`src/rtl/nbit_seq_divider.sv`:
```
// nbit_seq_divider: multi-cycle unsigned restoring divider behind a
// start/done handshake. One trial subtraction per clock through an n+1 bit
// add/subtract datapath. A zero divisor is flagged in a single cycle.

// n-bit add/subtract datapath: sum = a + b when sub=0, a - b when sub=1
// (subtrahend inverted, carry-in 1).
module nbit_addsub #(
    parameter int W = 17
) (
    input  logic [W-1:0] a,
    input  logic [W-1:0] b,
    input  logic         sub,
    output logic [W-1:0] sum
);

    assign sum = a + (b ^ {W{sub}}) + {{(W - 1){1'b0}}, sub};

endmodule

module nbit_seq_divider #(
    parameter int n = 16
) (
    input  logic         clk,
    input  logic         rst_n,
    input  logic         start,
    input  logic [n-1:0] dividend,
    input  logic [n-1:0] divisor,
    output logic         ready,
    output logic         busy,
    output logic         done,
    output logic [n-1:0] quotient,
    output logic [n-1:0] remainder,
    output logic         div_by_zero
);

    localparam int CW = $clog2(n);

    typedef enum logic [1:0] {
        IDLE,
        RUN,
        DONE
    } state_t;

    state_t state, next_state;

    // The partial remainder is kept in n bits because it is always below the
    // divisor between iterations. Only the shifted value needs n+1 bits.
    logic [n-1:0]  divisor_q;
    logic [n-1:0]  q_reg;
    logic [n-1:0]  r_reg;
    logic [CW-1:0] count;

    logic [n:0]    shift_r;
    logic [n:0]    trial;
    logic [n-1:0]  next_r;
    logic [n-1:0]  next_q;
    logic          last_iter;
    logic          accept;
    logic          zero_div;

    assign shift_r   = {r_reg, q_reg[n-1]};
    assign last_iter = (count == CW'(n - 1));
    assign accept    = (state == IDLE) && start;
    assign zero_div  = (divisor == '0);

    // Trial subtraction r - {0, divisor} through the add/subtract datapath.
    nbit_addsub #(
        .W(n + 1)
    ) u_trial_sub (
        .a  (shift_r),
        .b  ({1'b0, divisor_q}),
        .sub(1'b1),
        .sum(trial)
    );

    // Restore on borrow (trial MSB set), otherwise keep the difference.
    always_comb begin
        next_r = trial[n-1:0];
        next_q = {q_reg[n-2:0], 1'b1};
        if (trial[n]) begin
            next_r = shift_r[n-1:0];
            next_q = {q_reg[n-2:0], 1'b0};
        end
    end

    // State register.
    always_ff @(posedge clk or negedge rst_n) begin
        if (!rst_n) begin
            state <= IDLE;
        end else begin
            state <= next_state;
        end
    end

    // Next-state logic and handshake outputs.
    always_comb begin
        next_state = state;
        ready      = 1'b0;
        busy       = 1'b0;
        done       = 1'b0;
        case (state)
            IDLE: begin
                ready = 1'b1;
                if (start) begin
                    next_state = zero_div ? DONE : RUN;
                end
            end
            RUN: begin
                busy = 1'b1;
                if (last_iter) begin
                    next_state = DONE;
                end
            end
            DONE: begin
                done       = 1'b1;
                next_state = IDLE;
            end
            default: begin
                next_state = IDLE;
            end
        endcase
    end

    // Datapath: load operands on an accepted start, iterate in RUN, and
    // publish results only on the transition into DONE.
    always_ff @(posedge clk or negedge rst_n) begin
        if (!rst_n) begin
            divisor_q   <= '0;
            q_reg       <= '0;
            r_reg       <= '0;
            count       <= '0;
            quotient    <= '0;
            remainder   <= '0;
            div_by_zero <= 1'b0;
        end else if (accept) begin
            if (zero_div) begin
                quotient    <= '1;
                remainder   <= dividend;
                div_by_zero <= 1'b1;
            end else begin
                divisor_q   <= divisor;
                q_reg       <= dividend;
                r_reg       <= '0;
                count       <= '0;
                div_by_zero <= 1'b0;
            end
        end else if (state == RUN) begin
            r_reg <= next_r;
            q_reg <= next_q;
            count <= count + 1'b1;
            if (last_iter) begin
                quotient  <= next_q;
                remainder <= next_r;
            end
        end
    end

endmodule

```
`config.mk`:
```
export PLATFORM = sky130hd
export DESIGN_NAME = nbit_seq_divider
export DESIGN_NICKNAME = d
export VERILOG_FILES = /design/src/rtl/nbit_seq_divider.sv
export SDC_FILE = /design/constraint.sdc
export NUM_CORES = 1
export LEC_CHECK = 0
export CAP_MARGIN = 20
export CORE_MARGIN = 2
export CORE_UTILIZATION = 59
export CTS_CLUSTER_DIAMETER = 30
export DETAILED_ROUTE_END_ITERATION = 6
export PLACE_DENSITY = 0.83
export SLEW_MARGIN = 15
export SYNTH_ARGS = -nofsm -noshare
export SYNTH_HDL_FRONTEND = slang
export SYNTH_SLANG_ARGS = --single-unit
export TNS_END_PERCENT = 1
```
`constraint.sdc`:
```
create_clock -name clk -period 5.7 [get_ports clk]
set_input_delay 0.57 -clock clk [delete_from_list [all_inputs] [get_ports clk]]
set_output_delay 0.57 -clock clk [all_outputs]
set_load 0.005 [all_outputs]
```
**Word-level counts from Yosys, hierarchy flattened**

Cells that the tools add are included.

- Register bits: 87
- Bits in latches: 0
- Memory bits (writable): 0
- Bits in read-only memories: 0
- Input bits: 35
- Output and inout port bits: 36
- Word-level logic and storage cells: 56
- Memories kept: 0

- $add $sub $neg: 3
- $mul: 0
- Divide/modulo/power cells: 0
- Magnitude comparators: 0
- Equal/unequal tests: 7
- Shift operators: 0
- Multiplexer cells: 27
- Bitwise operators: 2
- Reductions and logical operators: 9

Operator list:

| operator | count |
|---|---|
| $mux W16 | 15 |
| $add A17 B1 Y17 const B | 1 |
| $add A17 B17 Y17 | 1 |
| $not A16 Y17 | 1 |
| $logic_not A16 Y1 | 1 |
| $mux W4 | 3 |
| $mux W2 | 3 |
| $ne A2 B2 Y1 const B | 3 |
| $reduce_and A2 Y1 | 3 |
| $mux W1 | 5 |
| $add A4 B1 Y4 const B | 1 |
| $eq A4 B4 Y1 const B | 1 |
| $pmux W2 S2 | 1 |
| $reduce_bool A2 Y1 | 2 |
| $reduce_and A3 Y1 | 1 |
| $eq A2 B1 Y1 const B | 1 |
| $eq A2 B2 Y1 const B | 1 |
| $logic_not A2 Y1 | 1 |
| $ne A2 B1 Y1 const B | 1 |
| $logic_and A1 B1 Y1 | 1 |
| $not A1 Y1 | 1 |

**Longest topological paths before layout**

- Word-level depth: 7
- Gate-level depth with buffers: 11
- Mapped depth without buffers: 10

**By module**

Synthesis repeated with hierarchy kept, for this count alone.

- Cells, all modules: 529
- Area, all modules: 4845.9 µm²

Modules (own cells, without submodules):

| module | instances | cells an instance | area each (µm²) |
|---|---|---|---|
| nbit_seq_divider | 1 | 393 | 3841.2 |
| nbit_addsub | 1 | 136 | 1004.7 |

**Worst setup path before layout**

Ideal clock, no wire load.

- Path type: register to register
- Start: register r_reg[12]
- End: register remainder[7]
- Setup time: 94 ps
- Arrival time: 2445 ps
- Setup slack: 3162 ps
- Cell stages (with the launch flop): 11
- Period minus slack after synthesis: 2538 ps
- Path through: dfrtp_1 -> ha_1 -> clkbuf_1 -> nand2_1 -> or4b_4 -> o22a_1 -> nor3_4 -> nor2_4 -> buf_8 -> mux2i_2 -> a221oi_2

- Word-level cells in the longest chain between the ends: 6

Ends and longest elaborated chain:

| element | line | text |
|---|---|---|
| start: declaration | 50 | `logic [n-1:0] r_reg;` |
| start signal: assignment | 148 | `r_reg <= next_r;` |
| $add A17 B17 Y17 | 16 | `assign sum = a + (b ^ {W{sub}}) + {{(W - 1){1'b0}}, sub};` |
| $add A17 B1 Y17 | 16 |  |
| $mux W16 | 80 | `if (trial[n]) begin` |
| $mux W16 | 151 | `if (last_iter) begin` |
| $mux W16 | 147 | `end else if (state == RUN) begin` |
| $mux W16 | 135 | `end else if (accept) begin` |
| end signal: assignment | 138 | `remainder <= dividend;` |
| end signal: assignment | 153 | `remainder <= next_r;` |
| end: declaration | 32 | `output logic [n-1:0] remainder,` |

Every way passes these cells. The select of a mux whose other input is x is not followed.
A chain may end at the register's enable or synchronous reset.

**Final worst setup path**

- Start: input port divisor[9]
- End: register count[2]

- Word-level cells in the longest chain between the ends: 3

Ends and longest elaborated chain:

| element | line | text |
|---|---|---|
| start: declaration | 27 | `input logic [n-1:0] divisor,` |
| $logic_not A16 Y1 | 64 | `assign zero_div = (divisor == '0);` |
| $ne A2 B2 Y1 (no source line) | -- |  |
| $reduce_and A2 Y1 (no source line) | -- |  |
| end signal: assignment | 150 | `count <= count + 1'b1;` |
| end: declaration | 51 | `logic [CW-1:0] count;` |

Every way passes these cells.

==> results.sh <==
export IMPL_syn2layout_area_growth_pct=19.3
export IMPL_dp_hpwl_um=8620
export IMPL_drt_first_pass_iters=5
export IMPL_io_buffers=70
export IMPL_arrival_ns=3.44
export IMPL_yosysSeqAreaShare_pct=45.8
export IMPL_antenna_found_initial=0
export IMPL_p_per_area_nw_per_um2=698
export IMPL_num_rows=32
export IMPL_fin_setup_tns_ns=0
export IMPL_path_clk_slew_ns=0.09
export IMPL_outcome="finished, final reports clean"
export IMPL_root_buffer="clkbuf_8"
export IMPL_crit_path_start_kind="primary input"
export IMPL_wl_um=12100
export IMPL_intPower_w=0.00213
export IMPL_synth_area_leaders="dfrtp_1, nand2_1, ha_1, nor2_1, o21ai_0"
export IMPL_netlist_cell_type_count=57
export IMPL_synthCells=532
export IMPL_post_synth_cell_area_avg_sq_um=8.94
export IMPL_synthMostInstantiatedCell="nand2_1"
export IMPL_place_congestion=0.933
export IMPL_cts_buffer_depth=2
export IMPL_period_minus_slack_ns=3.18
export IMPL_clk_latency_ns=0.36
export IMPL_layout_drive_gt1_share_pct=6.29
export IMPL_synth_fp_nets=585
export IMPL_die_height_um=93.8
export IMPL_grt_total_usage_pct=28.1
export IMPL_htree_levels=3
export IMPL_synth_compound_area_share_pct=22.7
export IMPL_swShare_pct=46.2
export IMPL_synthArstFlopShare_pct=100
export IMPL_drtIter0Drc=371
export IMPL_worstRegToRegCells=8
export IMPL_path_class="in -> reg"
export IMPL_cp_end_kind="flop"
export IMPL_pwr_share_comb_pct=61.8
export IMPL_timing_slew_headroom_pct=27.0
export IMPL_gr_total_overflow=0
export IMPL_ios=71
export IMPL_cts_tree="yes"
export IMPL_total_power_w=0.00396
export IMPL_synthTopCellsByCount="nand2_1, dfrtp_1, nor2_1, o21ai_0, clkbuf_1"
export IMPL_post_cts_buffers=0
export IMPL_max_freq_mhz=314
export IMPL_drc_errors=0
export IMPL_fin_nets=636
export IMPL_skew_ns=0.0127
export IMPL_dieWidth_um=93.8
export IMPL_required_ns=5.96
export IMPL_max_vdd_ir_drop_v=0.000361
export IMPL_final_area_sq_um=5680
export IMPL_vias=4245
export IMPL_cts_sinks=87
export IMPL_regToRegSetupSlack_ns=2.70
export IMPL_cts_buffers=9
export IMPL_tightest_slew_ns=1.09
export IMPL_r2r_start="r_reg[14]$_DFFE_PN0P_"
export IMPL_synth_area_mux_share_pct=2.71
export IMPL_die_area_sq_um=8800
export IMPL_n_antenna_cell=0
export IMPL_yosysTopAreaCellShare_pct=45.8
export IMPL_finalHoldViolCount=0
export IMPL_fin_crit_sh_pct=55.9
export IMPL_p_sw_w=0.00183
export IMPL_placed_cell_area_sq_um=5470
export IMPL_wl_per_cell_um=17.5
export IMPL_post_drt_via_cell_ratio=6.15
export IMPL_rsz0062_at_grt="false"
export IMPL_first_global_vias=3942
export IMPL_clock_power_share_pct=10.0
export IMPL_setup_viol=0
export IMPL_cap_violations=0
export IMPL_holdBufCountCts=0
export IMPL_synth_simple_area_share_pct=17.3
export IMPL_synth_xor_area_share_pct=2.02
export IMPL_maxSlewViolCount=0
export IMPL_cts_repair_resized=0
export IMPL_r2r_end="r_reg[0]$_DFFE_PN0P_"
export IMPL_grt_first_pass_wirelength_um=19300
export IMPL_synth_top_family_by_area="compound AO/OA/AOI/OAI gates"
export IMPL_synth_edf_count=0
export IMPL_hold_path_class="in -> async"
export IMPL_ys_flop_type="dfrtp_1"
export IMPL_yosysWarningCount=0
export IMPL_path_max_fanout=38
export IMPL_ys_seq_elements=87
export IMPL_synth_fa_ha_area_share_pct=4.89
export IMPL_grt_max_degree=88
export IMPL_coreArea_sq_um=7770
export IMPL_synth_area_leader_cell="dfrtp_1"
export IMPL_ant_nets=0
export IMPL_netlist_area_sq_um=4760
export IMPL_leakage_nw=2.42
export IMPL_initial_utilization_pct=61.3
export IMPL_seq_power_share_pct=28.2
[stage by stage]
stage                     utilization (%)  hold slack, ns  cells  worst slack (ns)
after floorplan                         -           0.274    532              3.16
after global placement               70.4           0.473    673              2.13
after detailed placement             70.4           0.476    673              2.06
after CTS                            72.7           0.453    689              2.35
after global routing                 73.1           0.337    690              2.28
final                                73.1           0.276    690              2.52
[area by class of cell]
| class | count | area, sq um |
|---|---|---|
| clock buffer | 10 | 128 |
| clock inverter | 6 | 50.0 |
| fill | 593 | 2090 |
| inverter | 23 | 86.3 |
| multi-input combinational | 390 | 2370 |
| sequential | 87 | 2180 |
| tap | 102 | 128 |
| timing repair buffer | 72 | 737 |
[cells in the final DEF (no fill, tap or decap), types with 8 or more instances in the layout]
master           count
xor2_1               8
o22a_1              19
nor3_1              10
ha_1                17
nor2_1              54
inv_1               22
a31oi_1             18
nand2_1             89
clkbuf_8             9
dfrtp_1             87
o31ai_1              8
a21oi_1             26
o21ai_0             40
clkdlybuf4s50_1     69
nand3_1              8
[worst max-delay path by stage]
stage | cells after the start | to | from
2_1_floorplan | 10 | remainder[7]$_DFFE_PN0P_ | r_reg[12]$_DFFE_PN0P_
3_3_place_gp | 6 | r_reg[3]$_DFFE_PN0P_ | start
3_5_place_dp | 6 | r_reg[3]$_DFFE_PN0P_ | start
4_1_cts | 7 | count[2]$_DFFE_PN0P_ | divisor[9]
5_1_grt | 7 | count[2]$_DFFE_PN0P_ | divisor[9]
6_report | 7 | count[2]$_DFFE_PN0P_ | divisor[9]
[layer usage]
metal | global-route usage, % | wire [um] | vias up
met5 | 0 | 0 | -
met4 | 7.25 | 171 | 0
met3 | 4.09 | 737 | 21
met2 | 46.8 | 5890 | 170
met1 | 38.9 | 5260 | 2044
li1 | - | - | 2010
[critical path, stage by stage]
cell and delay (ns):
clkdlybuf4s50_1 0.42, nor4_1 0.32, nand4_1 0.27, and2_2 0.48, nor2_1 0.90, o21ai_0 0.30
o21ai_0 0.18
[kinds of logic (layout without fill, tap and decap cells)]
family,after synthesis,after routing
AO/OA/AOI/OAI,161,161
XOR/XNOR,11,11
adder cells (fa/ha/maj),18,18
buffers and inverters,55,111
flip-flops,87,87
multiplexers,12,12
AND/OR/NAND/NOR,188,188
[power groups by stage]
stage	sequential [W]	clock, W	combinational, W
after floorplan	0.00107	0	0.00175
after global placement	0.00111	0	0.00233
after global routing	0.00114	0.000430	0.00268
final	0.00112	0.000398	0.00245
after CTS	0.00111	0.000401	0.00243
after detailed placement	0.00112	0	0.00241
Power figures use the tool's default switching activity.
==> edit (same settings) <==
Re-encode `state_t` (3 states) as one-hot, 3 bits wide.
--- a/src/rtl/nbit_seq_divider.sv
+++ b/src/rtl/nbit_seq_divider.sv
@@ -35,10 +35,10 @@
 
     localparam int CW = $clog2(n);
 
-    typedef enum logic [1:0] {
-        IDLE,
-        RUN,
-        DONE
+    typedef enum logic [2:0] {
+        IDLE = 3'b001,
+        RUN  = 3'b010,
+        DONE = 3'b100
     } state_t;
 
     state_t state, next_state;
Behaviour: no difference found for any inputs over 10 cycles, from zero or initial values and one cycle with rst_n low; not proved beyond that.
==> edit against the original RTL <==
- wire length fell by 11%
- power shrank 15%
- global-route usage fell by 2.3 points
- sequential cell count is 1 higher
- first-iteration DRC count decreased by 29%
- final area shrank 1.4%
- synthesized area fell by 1.3%
- setup slack got worse by 610 ps
- critical path type is now reg -> reg
- critical endpoint is now remainder[2]
- largest cell class unchanged
==> edit: results (changes against the original RTL) <==
.. list-table::
   :header-rows: 1

   * - Metric
     - Value
   * - Result of the run
     - complete, no violations (unchanged)
   * - VDD IR-drop max
     - 0.330 mV (was 0.361 mV)
   * - Fraction of layout instances using a drive strength above 1
     - 6.35% (was 6.29%)
   * - Period Utilization, post-route
     - 66.5% (was 55.9%)
   * - Count of different cell masters after synthesis
     - 58 (was 57)
   * - Number of nets in the layout
     - 631 (was 636)
   * - Cells taking the most area after synthesis
     - sky130_fd_sc_hd__dfrtp_1 46%, sky130_fd_sc_hd__nand2_1 6.7%, sky130_fd_sc_hd__nor2_1 5.5%, sky130_fd_sc_hd__ha_1 4.5%, sky130_fd_sc_hd__o21ai_0 3.6% (was sky130_fd_sc_hd__dfrtp_1 46%, sky130_fd_sc_hd__nand2_1 7.0%, sky130_fd_sc_hd__ha_1 4.5%, sky130_fd_sc_hd__nor2_1 4.3%, sky130_fd_sc_hd__o21ai_0 4.2%)
   * - Syn_nets
     - 577 (was 585)
   * - Worst clock skew on the final layout
     - 13.4 ps (was 12.7 ps)
   * - DP Cell Count
     - 669 (was 673)
   * - Dpl ws
     - 1920 ps (was 2060 ps)
   * - Arrival time at the worst endpoint
     - 4040 ps (was 3440 ps)
   * - Vias in the first global route
     - 3730 (was 3942)
   * - Grt met3 use
     - 3.30% (was 4.09%)
   * - Length in cells of the worst reg-to-reg path
     - 7 (was 8)
   * - Combinational power
     - 1.90 mW (was 2.45 mW)
   * - Placed Instance Area
     - 5410 um2 (was 5470 um2)
   * - Detailed-placement wirelength estimate
     - 7.73 mm (was 8.62 mm)
   * - Share of synthesized area spent on multiplexers
     - 3.89% (was 2.71%)
   * - Ratio of total power to cell area
     - 601 nW/um2 (was 698 nW/um2)
   * - First-pass iteration count of the detailed router
     - 6 (was 5)
   * - Fraction of the mapped netlist area in compound gates
     - 19.2% (was 22.7%)
   * - Synthesized area divided by synthesized cell count
     - 8.96 um2 (was 8.94 um2)
   * - Origin of the critical flop-to-flop path
     - state[0] (was r_reg[14])
   * - Pin count of the biggest net entering global routing
     - 89 (was 88)
   * - Global router's overall resource usage
     - 25.8% (was 28.1%)
   * - Switching part of the total power
     - 43.5% (was 46.2%)
==> edit: critical path, delay by kind of cell (launching register included) <==
kind	cells	cell delay, ps
simple gates	2	1280
compound gates	2	910
flops	1	550
buf+inv	3	920
==> edit: worst min-delay path by stage <==
stage / from / cells after the start / slack [ps] / to
6_report: rst_n / 1 / 250 / count[3]
2_1_floorplan: rst_n / 0 / 270 / count[0]
4_1_cts: rst_n / 1 / 450 / divisor_q[0]
3_3_place_gp: div_by_zero / 2 / 460 / div_by_zero
5_1_grt: rst_n / 1 / 340 / count[3]
3_5_place_dp: div_by_zero / 2 / 490 / div_by_zero
==> edit: final cells by class <==
type / instances / area (um2)
clock inverter: 6 / 52.6
multi-input combinational: 383 / 2280
clock buffer: 10 / 128
sequential: 88 / 2200
inverter: 24 / 90.1
timing repair buffer: 72 / 717
fill: 575 / 2130
tap: 102 / 128
